`config.mk`:
```
export PLATFORM = sky130hd
export DESIGN_NAME = instruction_fetch
export DESIGN_NICKNAME = d
export VERILOG_FILES = /design/src/rtl/instruction_fetch.sv
export SDC_FILE = /design/constraint.sdc
export NUM_CORES = 1
export LEC_CHECK = 0
export ABC_AREA = 0
export CORE_AREA = 2 2 126 128
export CTS_CLUSTER_SIZE = 20
export DETAILED_ROUTE_END_ITERATION = 12
export DIE_AREA = 0 0 128 130
export GPL_ROUTABILITY_DRIVEN = 1
export GPL_TIMING_DRIVEN = 0
export MAX_ROUTING_LAYER = met4
export PLACE_DENSITY = 0.8
export SLEW_MARGIN = 0
export SYNTH_ARGS = -nofsm -noshare
export SYNTH_HDL_FRONTEND = slang
export SYNTH_SLANG_ARGS = --single-unit
```
`constraint.sdc`:
```
create_clock -name clk -period 6.9 [get_ports clk]
set_clock_uncertainty 0.1 [all_clocks]
set_input_delay 1.38 -clock clk [delete_from_list [all_inputs] [get_ports clk]]
set_output_delay 1.38 -clock clk [all_outputs]
set_load 0.1 [all_outputs]
```
`src/rtl/instruction_fetch.sv`:
```
// Fetch stage: owns the PC, one read in flight, small instruction queue.
// Define FETCH_MISALIGN_TRAP_EN to fault on misaligned redirect targets.
module instruction_fetch #(
    parameter logic [31:0] RESET_PC    = 32'h0000_0000,
    parameter int          QUEUE_DEPTH = 2
) (
    input  logic        clk,
    input  logic        reset,
    output logic        mem_req,
    output logic [31:0] mem_addr,
    input  logic        mem_ack,
    input  logic        mem_rvalid,
    input  logic [31:0] mem_rdata,
    input  logic        redirect,
    input  logic [31:0] redirect_pc,
    output logic        inst_valid,
    output logic [31:0] inst,
    output logic [31:0] inst_pc,
    input  logic        inst_ready,
    output logic        fetch_fault
);

    localparam int PW = $clog2(QUEUE_DEPTH);
    localparam int CW = PW + 1;
    localparam logic [CW-1:0] DEPTH_C = CW'(QUEUE_DEPTH);

    typedef enum logic [1:0] {
        IDLE,
        REQ,
        WAIT,
        DISCARD
    } state_e;

    state_e        state_q, state_d;
    logic [31:0]   pc_q, pc_d;
    logic [31:0]   req_pc_q, req_pc_d;
    logic [PW-1:0] wr_ptr_q, wr_ptr_d;
    logic [PW-1:0] rd_ptr_q, rd_ptr_d;
    logic [CW-1:0] count_q, count_d;
    logic          fault_q, fault_d;

    logic [31:0]   qdata_q [QUEUE_DEPTH];
    logic [31:0]   qpc_q   [QUEUE_DEPTH];

    logic [31:0]   tgt_pc;
    logic          tgt_bad;
    logic          push;
    logic          pop;
    logic [CW-1:0] count_nx;

`ifdef FETCH_MISALIGN_TRAP_EN
    assign tgt_pc  = redirect_pc;
    assign tgt_bad = |redirect_pc[1:0];
`else
    assign tgt_pc  = redirect_pc & 32'hFFFF_FFFC;
    assign tgt_bad = 1'b0;
`endif

    assign inst_valid = (count_q != '0);
    assign inst       = qdata_q[rd_ptr_q];
    // While faulted the queue is empty; the head PC reports the bad target.
    assign inst_pc    = fault_q ? pc_q : qpc_q[rd_ptr_q];
    assign mem_req    = (state_q == REQ);
    assign mem_addr   = {pc_q[31:2], 2'b00};

`ifdef FETCH_MISALIGN_TRAP_EN
    assign fetch_fault = fault_q;
`else
    assign fetch_fault = 1'b0;
`endif

    assign push     = (state_q == WAIT) && mem_rvalid && !redirect;
    assign pop      = inst_valid && inst_ready && !redirect;
    assign count_nx = count_q + CW'(push) - CW'(pop);

    always_comb begin
        state_d  = state_q;
        pc_d     = pc_q;
        req_pc_d = req_pc_q;
        wr_ptr_d = wr_ptr_q;
        rd_ptr_d = rd_ptr_q;
        count_d  = count_q;
        fault_d  = fault_q;
        if (redirect) begin
            pc_d     = tgt_pc;
            fault_d  = tgt_bad;
            count_d  = '0;
            wr_ptr_d = rd_ptr_q;
            unique case (state_q)
                IDLE:    state_d = tgt_bad ? IDLE : REQ;
                REQ:     state_d = mem_ack ? DISCARD
                                           : (tgt_bad ? IDLE : REQ);
                WAIT:    state_d = mem_rvalid ? (tgt_bad ? IDLE : REQ)
                                              : DISCARD;
                DISCARD: state_d = mem_rvalid ? (tgt_bad ? IDLE : REQ)
                                              : DISCARD;
                default: state_d = IDLE;
            endcase
        end else begin
            if (push) begin
                wr_ptr_d = wr_ptr_q + PW'(1);
            end
            if (pop) begin
                rd_ptr_d = rd_ptr_q + PW'(1);
            end
            count_d = count_nx;
            unique case (state_q)
                IDLE: begin
                    if (!fault_q && (count_q < DEPTH_C)) begin
                        state_d = REQ;
                    end
                end
                REQ: begin
                    if (mem_ack) begin
                        req_pc_d = pc_q;
                        pc_d     = pc_q + 32'd4;
                        state_d  = WAIT;
                    end
                end
                WAIT: begin
                    if (mem_rvalid) begin
                        state_d = (count_nx < DEPTH_C) ? REQ : IDLE;
                    end
                end
                DISCARD: begin
                    if (mem_rvalid) begin
                        state_d = fault_q ? IDLE : REQ;
                    end
                end
                default: state_d = IDLE;
            endcase
        end
    end

    always_ff @(posedge clk) begin
        if (reset) begin
            state_q  <= IDLE;
            pc_q     <= RESET_PC;
            req_pc_q <= RESET_PC;
            wr_ptr_q <= '0;
            rd_ptr_q <= '0;
            count_q  <= '0;
            fault_q  <= 1'b0;
        end else begin
            state_q  <= state_d;
            pc_q     <= pc_d;
            req_pc_q <= req_pc_d;
            wr_ptr_q <= wr_ptr_d;
            rd_ptr_q <= rd_ptr_d;
            count_q  <= count_d;
            fault_q  <= fault_d;
        end
    end

    // Queue storage needs no reset; occupancy is tracked by count_q.
    always_ff @(posedge clk) begin
        if (push) begin
            qdata_q[wr_ptr_q] <= mem_rdata;
            qpc_q[wr_ptr_q]   <= req_pc_q;
        end
    end

endmodule

```
* Word level (Yosys, flattened, before mapping) *
Memory sizes are Yosys's and may differ from the RTL's. A register that Yosys moved wholly into a read port is not among the register bits.
Cells that the tools add are included.

storage, ports and cells
  RAM bits = 128
  output and inout bits = 99
  bits in registers = 70
  memories kept = 2
  input port bits = 70
  word-level logic and storage cells = 62

cells by class
  magnitude comparators = 2
  equal/unequal tests = 7
  bitwise logic cells = 1
  muxes and demuxes = 21
  reduce and logical (&&, ||, !) cells = 17
  $add $sub $neg = 5

memory list
  name     depth  width  read ports  clocked after Yosys merged registers in  wr ports  line  text
  qdata_q  2      32     1           1                                        1         42    logic [31:0] qdata_q [QUEUE_DEPTH];
  qpc_q    2      32     1           1                                        1         43    logic [31:0] qpc_q [QUEUE_DEPTH];

operators by type and width
  kind                                                   number
  2-to-1 mux 32 bit                                      3
  adder 32 x 3 -> 32 bit, second input constant          1
  2-to-1 mux 2 bit                                       7
  2-to-1 mux 1 bit                                       9
  inequality test 3 bit, second input constant           3
  one-hot mux 2 bit (4 select lines)                     1
  nonzero test 2 bit                                     4
  one-hot mux 2 bit (3 select lines)                     1
  AND reduction 2 bit                                    3
  equality test 2 bit, second input constant             2
  logical AND 1 bit                                      4
  < comparator 2 bit, second input constant              2
  AND reduction 4 bit                                    1
  OR reduction 2 bit                                     2
  inequality test 3 x 1 -> 1 bit, second input constant  1
  AND reduction 3 bit                                    1
  adder 1 bit, second input constant                     2
  adder 2 x 1 -> 2 bit                                   1
  equality test 2 x 1 -> 1 bit, second input constant    1
  zero test 2 bit                                        1
  subtractor 2 x 1 -> 2 bit                              1
  zero test 1 bit                                        1
  NOT 1 bit                                              1

* Longest topological paths before layout *
  depth in word-level cells = 10
  depth in mapped cells = 10
  gate-level depth less buffers = 9

* Worst setup path before layout *
No wires, ideal clock.

  path kind = input to register
  start point = input redirect
  end point = memory qdata_q[0][0], enable pin
  path buffers = 2
  arrival = 4.751 ns
  required time = 6.318 ns
  stages on the path = 4
  setup time = 0.482 ns
  setup slack = 1.567 ns
  cells stage by stage = clkbuf_1 > clkbuf_1 > or3_1 > nor2_1

on the way
  longest elaborated chain between the ends = 4

RTL lines
  element                                 line  text
  start: declaration                      14    input logic redirect,
  zero test 1 bit                         72    assign push = (state_q == WAIT) && mem_rvalid && !redirect;
  logical AND 1 bit                       72
  2-to-1 mux 1 bit                        157   if (push) begin
  2-to-1 mux 1 bit (not written as such)  158   qdata_q[wr_ptr_q] <= mem_rdata;
  end: declaration                        42

Every way passes these cells.

==> Flow_metrics.wiki <==
{| class="wikitable"
! Metric !! Value
|-
| Pins Over Slew Limit || 0
|-
| Routed wire length per instance || ~18 um
|-
| Critical path data required time || between 5 and 6 ns
|-
| Hold Path Class || reg -> reg
|-
| Area of the mapped netlist || around 0.0077 mm^2
|-
| Critical-path maximum fanout || 10
|-
| Synth Register Bits || around 190
|-
| Predominant post-synthesis flop cell || sky130_fd_sc_hd__edfxtp_1
|-
| Setup Buffers After CTS || 0
|-
| H-Tree Level Count || 4
|-
| Hold-fix buffer count after cts || 0
|-
| Wire length of the first global-routing pass || 27500 um
|-
| Post-DRT Antenna Nets || 0
|-
| Number of standard cells in the final layout excluding fillers || 999
|-
| Endpoint class of the critical path || output pin
|-
| Max_cap viols || 0
|-
| Root Buffer || sky130_fd_sc_hd__clkbuf_16
|-
| Final weighted congestion in routability-driven placement || approximately 0.9
|-
| Worst-margin pin slew || 1.03 ns
|-
| Num rows || 46
|-
| Synth async-reset ratio || 0%
|-
| Finish-stage setup viols || 0
|-
| Placed Instances || between 900 and 1000
|-
| Max_slew headroom || a little under a third
|-
| Vias in the first global route || 5419
|-
| Effective utilization at floorplan || between 40% and 50%
|-
| Initial antenna violation count || 0
|-
| Routed Wire Length || 18000 um
|-
| Crit Path Class || reg -> out
|-
| Placed wire-length estimate after detailed placement || approximately 13000 um
|-
| Hold Path Depth || 0
|-
| Mean cell area of the mapped netlist || 12.7 um^2
|-
| Final routed DRC violation total || 0
|-
| # clock sinks || ~190
|-
| Fraction of layout instances using a drive strength above 1 || between 10% and 20%
|-
| Unique cell type count in the Yosys netlist || 45
|-
| Pwr dens || between 200 and 250 mW/mm^2
|-
| Count of input and output buffers || 160
|-
| Die Width || roughly 130 um
|-
| Combinational cell fraction of total power || between 10 and 15%
|-
| Growth of design area from synthesis to finish || 33.0%
|-
| DIE HEIGHT || 130 um
|-
| Setup TNS || 0 ns
|-
| Number of DRC markers after the initial detailed-route iteration || roughly 370
|-
| P_leak || between 3 and 4 nW
|-
| Data arrival time at the worst-slack endpoint || 3.10 ns
|-
| Core region area || between 0.015 and 0.02 mm^2
|-
| Routed vias || about 5600
|-
| Pin count of the biggest net entering global routing || 26
|-
| Worst IR drop on VDD || 213 uV
|-
| Sequential area share after synthesis || approximately two thirds
|-
| CTS Buf Count || 17
|-
| Final cycle utilization of the critical path || about 66%
|-
| Sw frac || 26.5%
|-
| Overall die area || approximately 0.017 mm^2
|-
| # IOs || ~170
|-
| # diodes || 0
|-
| CTS tree || yes
|-
| Achievable clock frequency || 218 MHz
|-
| CP Launch Type || flip-flop
|-
| All-Layer GR Usage || between 20% and 30%
|-
| Status || finished, final reports clean
|-
| Remaining global-route overflow || 0
|-
| Switching component of the power || about 660 uW
|-
| Post-cts sizing count || 0
|-
| Sequential Power Share || 50.6%
|-
| Post-synth EDFFs || roughly 120
|-
| Clock transition at the registers of the reported paths || ~0.07 ns
|-
| Number of buffers on the longest clock path || 2
|-
| Min cycle time layout || 4.58 ns
|-
| Unrepaired setup endpoints after global routing || no
|-
| Hold Fails Final Rpt || 0
|-
| Final net count || 867
|-
| Number of search-and-repair iterations in the first detailed-routing pass || 5
|-
| Via/cell ratio || approximately 5.6
|-
| Internal portion of total power || 1.83 mW
|-
| Portion of total power attributed to the clock network || 38.2%
|-
| Clock insertion delay at the later pin of the skew report || around 0.42 ns
|-
| Number of instances in the synthesized netlist || around 610
|-
| Warnings from Yosys || 0
|-
| Number of cells on the worst reg-to-reg path || 5
|}
state kept, by name (all words and copies together), names as in the netlist, named ones only:
name,count
state_q,2
qpc_q,60
count_q,2
rd_ptr_q,1
req_pc_q,30
pc_q,30
wr_ptr_q,1
qdata_q,64
worst paths after layout:
kind,startpoint,end,slack (ns)
worst min register to register,req_pc_q[5],qpc_q[0][5],0.36
worst min-delay path,req_pc_q[5],qpc_q[0][5],0.36
worst max register to register,pc_q[5],pc_q[23],4.14
worst max-delay path,flip-flop,inst[14],2.32
synthesized netlist by cell type, types with 5 or more instances:
cell | count | area [um^2]
sky130_fd_sc_hd__a211oi_1 | 20 | 150
sky130_fd_sc_hd__nand4_1 | 9 | 56.3
sky130_fd_sc_hd__nor4_1 | 13 | 81.3
sky130_fd_sc_hd__xnor2_1 | 13 | 114
sky130_fd_sc_hd__nor3_1 | 18 | 90.1
sky130_fd_sc_hd__a2111oi_0 | 7 | 61.3
sky130_fd_sc_hd__a21oi_1 | 36 | 180
sky130_fd_sc_hd__dfxtp_1 | 67 | 1340
sky130_fd_sc_hd__clkbuf_1 | 28 | 105
sky130_fd_sc_hd__and3_1 | 5 | 31.3
sky130_fd_sc_hd__inv_1 | 16 | 60.1
sky130_fd_sc_hd__nand2_1 | 78 | 293
sky130_fd_sc_hd__nor2_1 | 30 | 113
sky130_fd_sc_hd__and4_1 | 8 | 70.1
sky130_fd_sc_hd__mux2_2 | 63 | 709
sky130_fd_sc_hd__o31ai_1 | 6 | 45.0
sky130_fd_sc_hd__buf_4 | 5 | 37.5
sky130_fd_sc_hd__nand3_1 | 7 | 35.0
sky130_fd_sc_hd__edfxtp_1 | 124 | 3720
power groups by stage:
| stage | Clock (mW) | Combinational [mW] | Sequential (mW) |
|---|---|---|---|
| after floorplan | 0 | 0.104 | 1.36 |
| after global placement | 0 | 0.272 | 1.28 |
| after detailed placement | 0 | 0.277 | 1.28 |
| after CTS | 0.966 | 0.278 | 1.26 |
| after global routing | 1.01 | 0.290 | 1.26 |
| final | 0.950 | 0.278 | 1.26 |
critical path, stage by stage, from the launching register on:
cell and delay, ns:
sky130_fd_sc_hd__dfxtp_1 0.32, sky130_fd_sc_hd__clkbuf_1 0.43, sky130_fd_sc_hd__clkbuf_1 0.53, sky130_fd_sc_hd__mux2_2 0.27
sky130_fd_sc_hd__clkdlybuf4s50_1 1.13
placed cells by master (no fill, tap or decap), drive strengths merged, types with 4 or more instances in the layout:
cell type      count
a2111oi            7
a211oi            20
a21oi             36
a311oi             4
and3               5
and4               8
buf               15
clkbuf            45
clkdlybuf4s50    160
clkinv             5
conb               5
dfxtp             67
edfxtp           124
inv               23
mux2              63
nand2             78
nand3              8
nand4              9
nor2              30
nor2b              4
nor3              18
nor4              13
o31ai              6
or3                5
or4                4
xnor2             13
per-layer routing:
metal	wire (um)	GRT usage, %	vias to the layer above
li1	-	-	2625
met1	7580	27.0	2659
met2	8830	36.7	244
met3	1190	4.10	31
met4	434	8.99	0
met5	0	-	-
through the flow:
stage               total power, mW  hold slack [ns]  area, um^2  worst slack, ns  util, %
floorplan                      1.46            0.325        7730             1.57        -
global placement               1.56            0.331        9570           -0.548     62.0
detailed placement             1.56            0.340        9680             2.51     62.7
CTS                            2.50            0.354       10300             2.21     66.5
global route                   2.56            0.373       10300             2.10     66.5
finish                         2.49            0.356       10300             2.32     66.5
cell families (layout without fill, tap and decap cells):
group,count (synthesis),after routing,synth area share [%]
mux,63,63,9.20
other cells,1,5,0.0486
simple gates,195,195,12.6
compound gates,83,83,7.06
flops,191,191,65.7
xor+xnor,16,16,1.82
buf+inv,55,251,3.07
fa+ha+maj,3,3,0.487
area by class of cell:
| class | count | area, um^2 |
|---|---|---|
| fillers | 1177 | 5170 |
| flip-flops and latches | 191 | 5060 |
| multi-input cells | 365 | 2440 |
| repair buffers | 164 | 1700 |
| clock buffers | 17 | 425 |
| well taps | 192 | 240 |
| plain buffers | 39 | 176 |
| clock inverters | 15 | 153 |
| inverters | 16 | 60.1 |
Power figures use the tool's default switching activity.
